==> config.mk <==
export PLATFORM = sky130hd
export DESIGN_NAME = regwr_onehot_decoder
export DESIGN_NICKNAME = d
export VERILOG_FILES = /design/src/rtl/regwr_onehot_decoder.sv
export SDC_FILE = /design/constraint.sdc
export NUM_CORES = 1
export LEC_CHECK = 0
export CAP_MARGIN = 20
export CORE_MARGIN = 5
export CORE_UTILIZATION = 30
export DETAILED_ROUTE_END_ITERATION = 6
export GPL_TIMING_DRIVEN = 0
export PLACE_DENSITY = 0.56
export SLEW_MARGIN = 25
export SYNTH_ARGS = -nofsm -noshare
export SYNTH_HDL_FRONTEND = slang
export SYNTH_SLANG_ARGS = --single-unit
==> constraint.sdc <==
create_clock -name clk -period 4.45 [get_ports clk]
set_input_delay 0.89 -clock clk [delete_from_list [all_inputs] [get_ports clk]]
set_output_delay 0.89 -clock clk [all_outputs]
set_load 0.01 [all_outputs]
==> src/rtl/regwr_onehot_decoder.sv <==
// Multi-port register-file write-enable decoder with registered output and 2-entry skid buffer.
// Optional ZERO_REG_MASK_EN: never write register 0 (address 0 writes are ignored entirely).
module regwr_onehot_decoder #(
    parameter int ADDR_W = 5,
    parameter int PORTS  = 2,
    parameter int CNT_W  = 16
) (
    input  logic                      clk,
    input  logic                      reset,
    input  logic                      in_valid,
    output logic                      in_ready,
    input  logic [PORTS-1:0]          wr_en,
    input  logic [PORTS*ADDR_W-1:0]   wr_addr,
    output logic                      out_valid,
    input  logic                      out_ready,
    output logic [(1<<ADDR_W)-1:0]    we_vec,
    output logic                      conflict,
    output logic [CNT_W-1:0]          wr_count
);

    localparam int NREG = 1 << ADDR_W;

`ifdef ZERO_REG_MASK_EN
    localparam bit ZERO_MASK = 1'b1;
`else
    localparam bit ZERO_MASK = 1'b0;
`endif

    logic [NREG-1:0]  dec_vec;
    logic             dec_conflict;
    logic             dec_any;

    logic             out_valid_q, out_valid_d;
    logic [NREG-1:0]  out_vec_q, out_vec_d;
    logic             out_conflict_q, out_conflict_d;
    logic             skid_valid_q, skid_valid_d;
    logic [NREG-1:0]  skid_vec_q, skid_vec_d;
    logic             skid_conflict_q, skid_conflict_d;
    logic [CNT_W-1:0] wr_count_q, wr_count_d;

    logic             accept;
    logic             out_free;

    always_comb begin
        dec_vec      = '0;
        dec_conflict = 1'b0;
        for (int p = 0; p < PORTS; p++) begin
            if (wr_en[p]) begin
                dec_vec[wr_addr[p*ADDR_W +: ADDR_W]] = 1'b1;
            end
        end
        // A masked register-0 collision is not a real hazard since neither write lands.
        for (int p = 0; p < PORTS; p++) begin
            for (int r = p + 1; r < PORTS; r++) begin
                if (wr_en[p] && wr_en[r] &&
                    (wr_addr[p*ADDR_W +: ADDR_W] == wr_addr[r*ADDR_W +: ADDR_W]) &&
                    (!ZERO_MASK || (wr_addr[p*ADDR_W +: ADDR_W] != '0))) begin
                    dec_conflict = 1'b1;
                end
            end
        end
        if (ZERO_MASK) begin
            dec_vec[0] = 1'b0;
        end
        dec_any = |dec_vec;
    end

    assign accept   = in_valid & in_ready;
    assign out_free = ~out_valid_q | out_ready;

    // OUT refills from SKID first to preserve order; SKID only fills when OUT is stalled.
    always_comb begin
        out_valid_d     = out_valid_q;
        out_vec_d       = out_vec_q;
        out_conflict_d  = out_conflict_q;
        skid_valid_d    = skid_valid_q;
        skid_vec_d      = skid_vec_q;
        skid_conflict_d = skid_conflict_q;
        wr_count_d      = wr_count_q;

        if (out_free) begin
            if (skid_valid_q) begin
                out_valid_d    = 1'b1;
                out_vec_d      = skid_vec_q;
                out_conflict_d = skid_conflict_q;
                skid_valid_d   = 1'b0;
            end else if (accept) begin
                out_valid_d    = 1'b1;
                out_vec_d      = dec_vec;
                out_conflict_d = dec_conflict;
            end else begin
                out_valid_d    = 1'b0;
                out_vec_d      = '0;
                out_conflict_d = 1'b0;
            end
        end else if (accept) begin
            skid_valid_d    = 1'b1;
            skid_vec_d      = dec_vec;
            skid_conflict_d = dec_conflict;
        end

        if (accept && dec_any && (wr_count_q != {CNT_W{1'b1}})) begin
            wr_count_d = wr_count_q + 1'b1;
        end
    end

    always_ff @(posedge clk or posedge reset) begin
        if (reset) begin
            out_valid_q     <= 1'b0;
            out_vec_q       <= '0;
            out_conflict_q  <= 1'b0;
            skid_valid_q    <= 1'b0;
            skid_vec_q      <= '0;
            skid_conflict_q <= 1'b0;
            wr_count_q      <= '0;
        end else begin
            out_valid_q     <= out_valid_d;
            out_vec_q       <= out_vec_d;
            out_conflict_q  <= out_conflict_d;
            skid_valid_q    <= skid_valid_d;
            skid_vec_q      <= skid_vec_d;
            skid_conflict_q <= skid_conflict_d;
            wr_count_q      <= wr_count_d;
        end
    end

    assign in_ready  = ~skid_valid_q & ~reset;
    assign out_valid = out_valid_q;
    assign we_vec    = out_vec_q;
    assign conflict  = out_conflict_q;
    assign wr_count  = wr_count_q;

endmodule

Word level (Yosys, flattened, before mapping):

Index checks and enable logic that the tools add are counted.

* bits in registers: 84

* add/sub/neg operators: 1
* order comparisons: 4
* eq/ne operators: 2
* multiplexer cells: 15
* bitwise logic cells: 8
* reductions and logical operators: 9

Operators with widths (number)
* $mux W32: 4
* $or A32 B32 Y32: 1
* $reduce_or A32 Y1: 1
* $add A16 B1 Y16 const B: 1
* $ne A16 B16 Y1 const B: 1
* $lt A5 B6 Y1 const B: 2
* $demux W1 S5: 2
* $ge A5 B1 Y1 const B: 2
* $mux W1: 9
* $logic_and A1 B1 Y1: 6
* $eq A5 B5 Y1: 1
* $not A1 Y1: 4
* $and A1 B1 Y1: 2
* $reduce_and A2 Y1: 1
* $reduce_bool A2 Y1: 1
* $or A1 B1 Y1: 1

Longest topological paths before layout:

* depth in word-level cells: 10
* depth in mapped cells: 10
* mapped depth without buffers: 6

Least setup slack after synthesis:

No wires, ideal clock.

* path type: in2reg
* start point: input port wr_addr[9]
* end point: register wr_count_q[1], in the netlist wr_count[1]
* library setup time: 125 ps
* arrival time: 2556 ps
* slack: 1769 ps
* cell stages on the path: 8
* path through: buf_4 -> or3b_1 -> or2_4 -> o41ai_1 -> or4_1 -> buf_6 -> o21ai_2 -> mux2_2

* word-level cells in the longest chain between the ends: 9
* elaborated cells between the ends (all ways): 10
* those cells by class: order compare (2); mux (3); bitwise (1); reduce/logical (4)

RTL lines
* start: declaration: RTL line 13 `input logic [PORTS*ADDR_W-1:0] wr_addr,`
* $lt A5 B6 Y1 (not written as such) / $ge A5 B1 Y1 (equally long branches): RTL line 49 `dec_vec[wr_addr[p*ADDR_W +: ADDR_W]] = 1'b1;`
* $logic_and A1 B1 Y1 (not written as such): RTL line 49
* $mux W1 (not written as such): RTL line 49
* $demux W1 S5 (*): RTL line 49
* $or A32 B32 Y32 (no source line) (*)
* $mux W32 (*): RTL line 48 `if (wr_en[p]) begin`
* $reduce_or A32 Y1 (*): RTL line 65 `dec_any = |dec_vec;`
* $logic_and A1 B1 Y1 (*) (2 in a row): RTL line 102 `if (accept && dec_any && (wr_count_q != {CNT_W{1'b1}})) begin`
* end signal: assignment: RTL line 123 `wr_count_q <= wr_count_d;`
* end: declaration: RTL line 39 `logic [CNT_W-1:0] wr_count_q, wr_count_d;`

Every way passes the cells marked *; elsewhere a longest branch is shown, timed or not.
A chain may end at the register's enable or synchronous reset.

Final worst setup path:

* start point: input port wr_addr[3]
* end point: register wr_count_q[10], in the netlist wr_count[10]

* word-level cells in the longest chain between the ends: 10
* elaborated cells between the ends (all ways): 11
* those cells by class: order compare (2); mux (4); bitwise (1); reduce/logical (4)

RTL lines (RTL line)
* $lt A5 B6 Y1 (not written as such) / $ge A5 B1 Y1 (equally long branches): 49
* $logic_and A1 B1 Y1 (not written as such): 49
* $mux W1 (not written as such): 49
* $demux W1 S5 (*): 49
* $mux W32 (*): 48
* $or A32 B32 Y32 (no source line)
* $mux W32 (*): 48
* $reduce_or A32 Y1 (*): 65
* $logic_and A1 B1 Y1 (*) (2 in a row): 102

Marked as above.

==> results.yml <==
hold_path:
  hold_path.class: "flop to flop"
critical_path:
  worstPathRequired_ns: 4.68
  r2r_cells: 7
  endpoint: "wr_count[10]"
  slowest_delay_ns: 0.60
  regToRegSetupSlack_ns: 2.06
  r2r-end: "wr_count[12]"
  cp-startpoint: "wr_addr[3]"
  crit_chain: "clkdlybuf4s50_1, buf_4, nor4bb_1, a32o_1, nor4_2, o2111ai_2, buf_4, o2111ai_2, xnor2_1"
  cp.depth: 9
  critical_path_class: "primary input to flop"
  crit_buf_inv: 3
  crit_fanout: 10
  endpoint_kind: "flop"
  r2r-start: "skid_valid_q"
  crit_path_start_kind: "primary input"
  cpMaxStageDelayCell: "nor4bb_1"
  crit_family: "buffers and inverters"
  cp.arrival_ns: 3.41
logic_synthesis:
  synth_top_area_share_pct: 47.2
  avgSynthCellArea_um2: 9.02
  synthArstFlopShare_pct: 100
  yosysWarningCount: 0
  synth_cells: 494
  ys_top_cells_by_area: "dfrtp_1 (47%), nand2_1 (9.3%), a22oi_1 (4.9%)"
  synth_area_leader_cell: "dfrtp_1"
  syn_area_um2: 4450
  yosysSeqAreaShare_pct: 47.2
  synth.net_count: 511
  synth_flop_cell: "dfrtp_1"
  synth_edf_count: 0
  synth.distinct_cells: 58
  ys_ff_latch: 84
timing:
  rsz0062_at_grt: "no"
  finalHoldViolations: 0
  max_freq_ghz: 0.314
  holdWs_ns: 0.474
  tightest_slew_ns: 0.640
  final-setup-viol-count: 0
  fin_crit_ns: 3.18
  report.final.slew_viol_count: 0
  fin_crit_sh_pct: 71.5
  clock_skew_ns: 0.0121
  slew_headroom_pct: 56.7
power_and_ir_drop:
  p_per_area_nw_per_um2: 375
  p_leak_nw: 2.45
  vdd_ir_drop_max_uv: 253
finish:
  num_antenna_cells: 0
  mostFrequentLayoutCell: "nand2_1"
  fin_nets: 587
  drive_gt1_share_pct: 8.89
  num-fill-cells: 1536
  fin_cells: 758
  synthToLayoutAreaGrowth_pct: 27.6
  post-route-util_pct: 39.1
  seqCellArea_um2: 2100
  layout_common_cells: "nand2_1 (110), dfrtp_1 (84), clkdlybuf4s50_1 (64), nor2_1 (41), a21oi_1 (32)"
  multiInputGateArea_um2: 2110
  postLayoutCellArea_um2: 5680
route:
  drtIter0Drc: 314
  first_pass_iters: 5
  viasPerCell: 5.31
  drcViolationCount: 0
  wl_mm: 13.3
  vias: 4023
  wl_per_cell_um: 17.6
  ant_nets: 0
place:
  dp.cells: 743
  place.gp.congestion: 0.941
  place_area_um2: 5360
  io_buffers: 64
  hpwl_mm: 9.77
die:
  ios: 67
  fp.dieW_um: 132
  chipHeight_um: 132
  rows: 44
  coreArea_um2: 14500
  start_util_pct: 30.6
  fp.dieArea_um2: 17400
global_routing:
  use_met2_pct: 24.6
  grt_pass1_vias: 4087
  grt_busiest_layer: "met2"
  grt_antenna_before_repair: 0
  grt_max_degree: 50
  grt_use_met3_pct: 3.13
  grt-ovfl-total: 0
  grt_pass1_wl_mm: 22.1
  use_met1_pct: 21.2
  track_usage_pct: 15.5
clock_tree:
  postCtsSetupRepairBufs: 0
  cts_tree: "yes"
  clkLatencyLatePin_ns: 0.35
  cts_resized: 0
  clk_pin_slew_worst_paths_ns: 0.06
  clockBufferDepth: 2
  cts-buffers-inserted: 9
  clock-sinks: 84
  htree_levels: 3
  root_buffer: "clkbuf_16"
  postCtsHoldBufs: 0
job:
  timing.max_cap.violations: 0
outcome:
  status: "finished, final reports clean"
## how the worst min path moves through the flow
stage | from | to | cells past startpoint | slack (ns)
global placement | skid_conflict_q | skid_conflict_q | 2 | 0.46
finish | skid_vec_q[10] | skid_vec_q[10] | 2 | 0.47
CTS | skid_vec_q[0] | skid_vec_q[0] | 2 | 0.48
global route | skid_vec_q[0] | skid_vec_q[0] | 2 | 0.50
detailed placement | skid_vec_q[0] | skid_vec_q[0] | 2 | 0.46
floorplan | skid_conflict_q | skid_conflict_q | 2 | 0.44
## cells in the mapped netlist (3+ instances only)
library cell	count
a21oi_1	32
a22oi_1	29
a31oi_1	3
and2_1	4
and3_1	9
buf_2	7
buf_4	5
buf_6	3
clkbuf_1	21
dfrtp_1	84
inv_1	9
nand2_1	110
nand2b_1	6
nand3_1	9
nor2_1	41
nor2b_1	5
nor3_1	3
o2111ai_1	5
o2111ai_2	4
o211ai_1	6
o211ai_2	7
o21a_1	3
o21ai_0	6
o22ai_1	29
xnor2_1	17
## power breakdown
part	total (W)	switching [W]	internal (W)	leakage, nW
Clock	0.000825	0.000319	0.000507	0.155
Combinational	0.000417	0.000224	0.000193	1.16
Sequential	0.000888	0.0000550	0.000833	1.13
Total	0.00213	0.000597	0.00153	2.45
## worst min-delay path, stage by stage (launching register included)
cell and delay (ns):
dfrtp_1 0.34, nand2_1 0.05, nand2_1 0.05
## state kept, by name, summed over array words and instances, names as in the netlist
signal and flops:
we_vec 32, skid_conflict_q 1, conflict 1, skid_valid_q 1, skid_vec_q 32, wr_count 16
out_valid 1
## area by class of cell
class | instances | area share, %
buffer | 38 | 3.68
clock buffer | 10 | 4.21
clock inverter | 5 | 1.50
inverter | 9 | 0.683
multi-input combinational | 363 | 37.1
sequential | 84 | 37.0
tap | 184 | 4.05
timing repair buffer | 65 | 11.8
## metal layers
metal	up-vias	wire, um
li1	1902	-
met3	15	626
met5	-	0
met2	109	6210
met1	1997	6290
met4	0	221
## through the flow
step / power, W / worst slack (ns) / TNS, ns
after floorplan: 0.00112 / 1.39 / 0
after global placement: 0.00131 / -0.0433 / -3.16
after detailed placement: 0.00132 / 0.906 / 0
after CTS: 0.00215 / 1.27 / 0
after global routing: 0.00222 / 1.11 / 0
final: 0.00213 / 1.27 / 0
## kinds of logic after synthesis
group           share of synthesized area (%)
flops                                    47.2
mux                                     0.253
xor+xnor                                 3.54
fa+ha+maj                               0.281
simple gates                             21.4
buf+inv                                  5.45
compound gates                           21.9
Note: power is estimated with default switching activity, not from simulation.
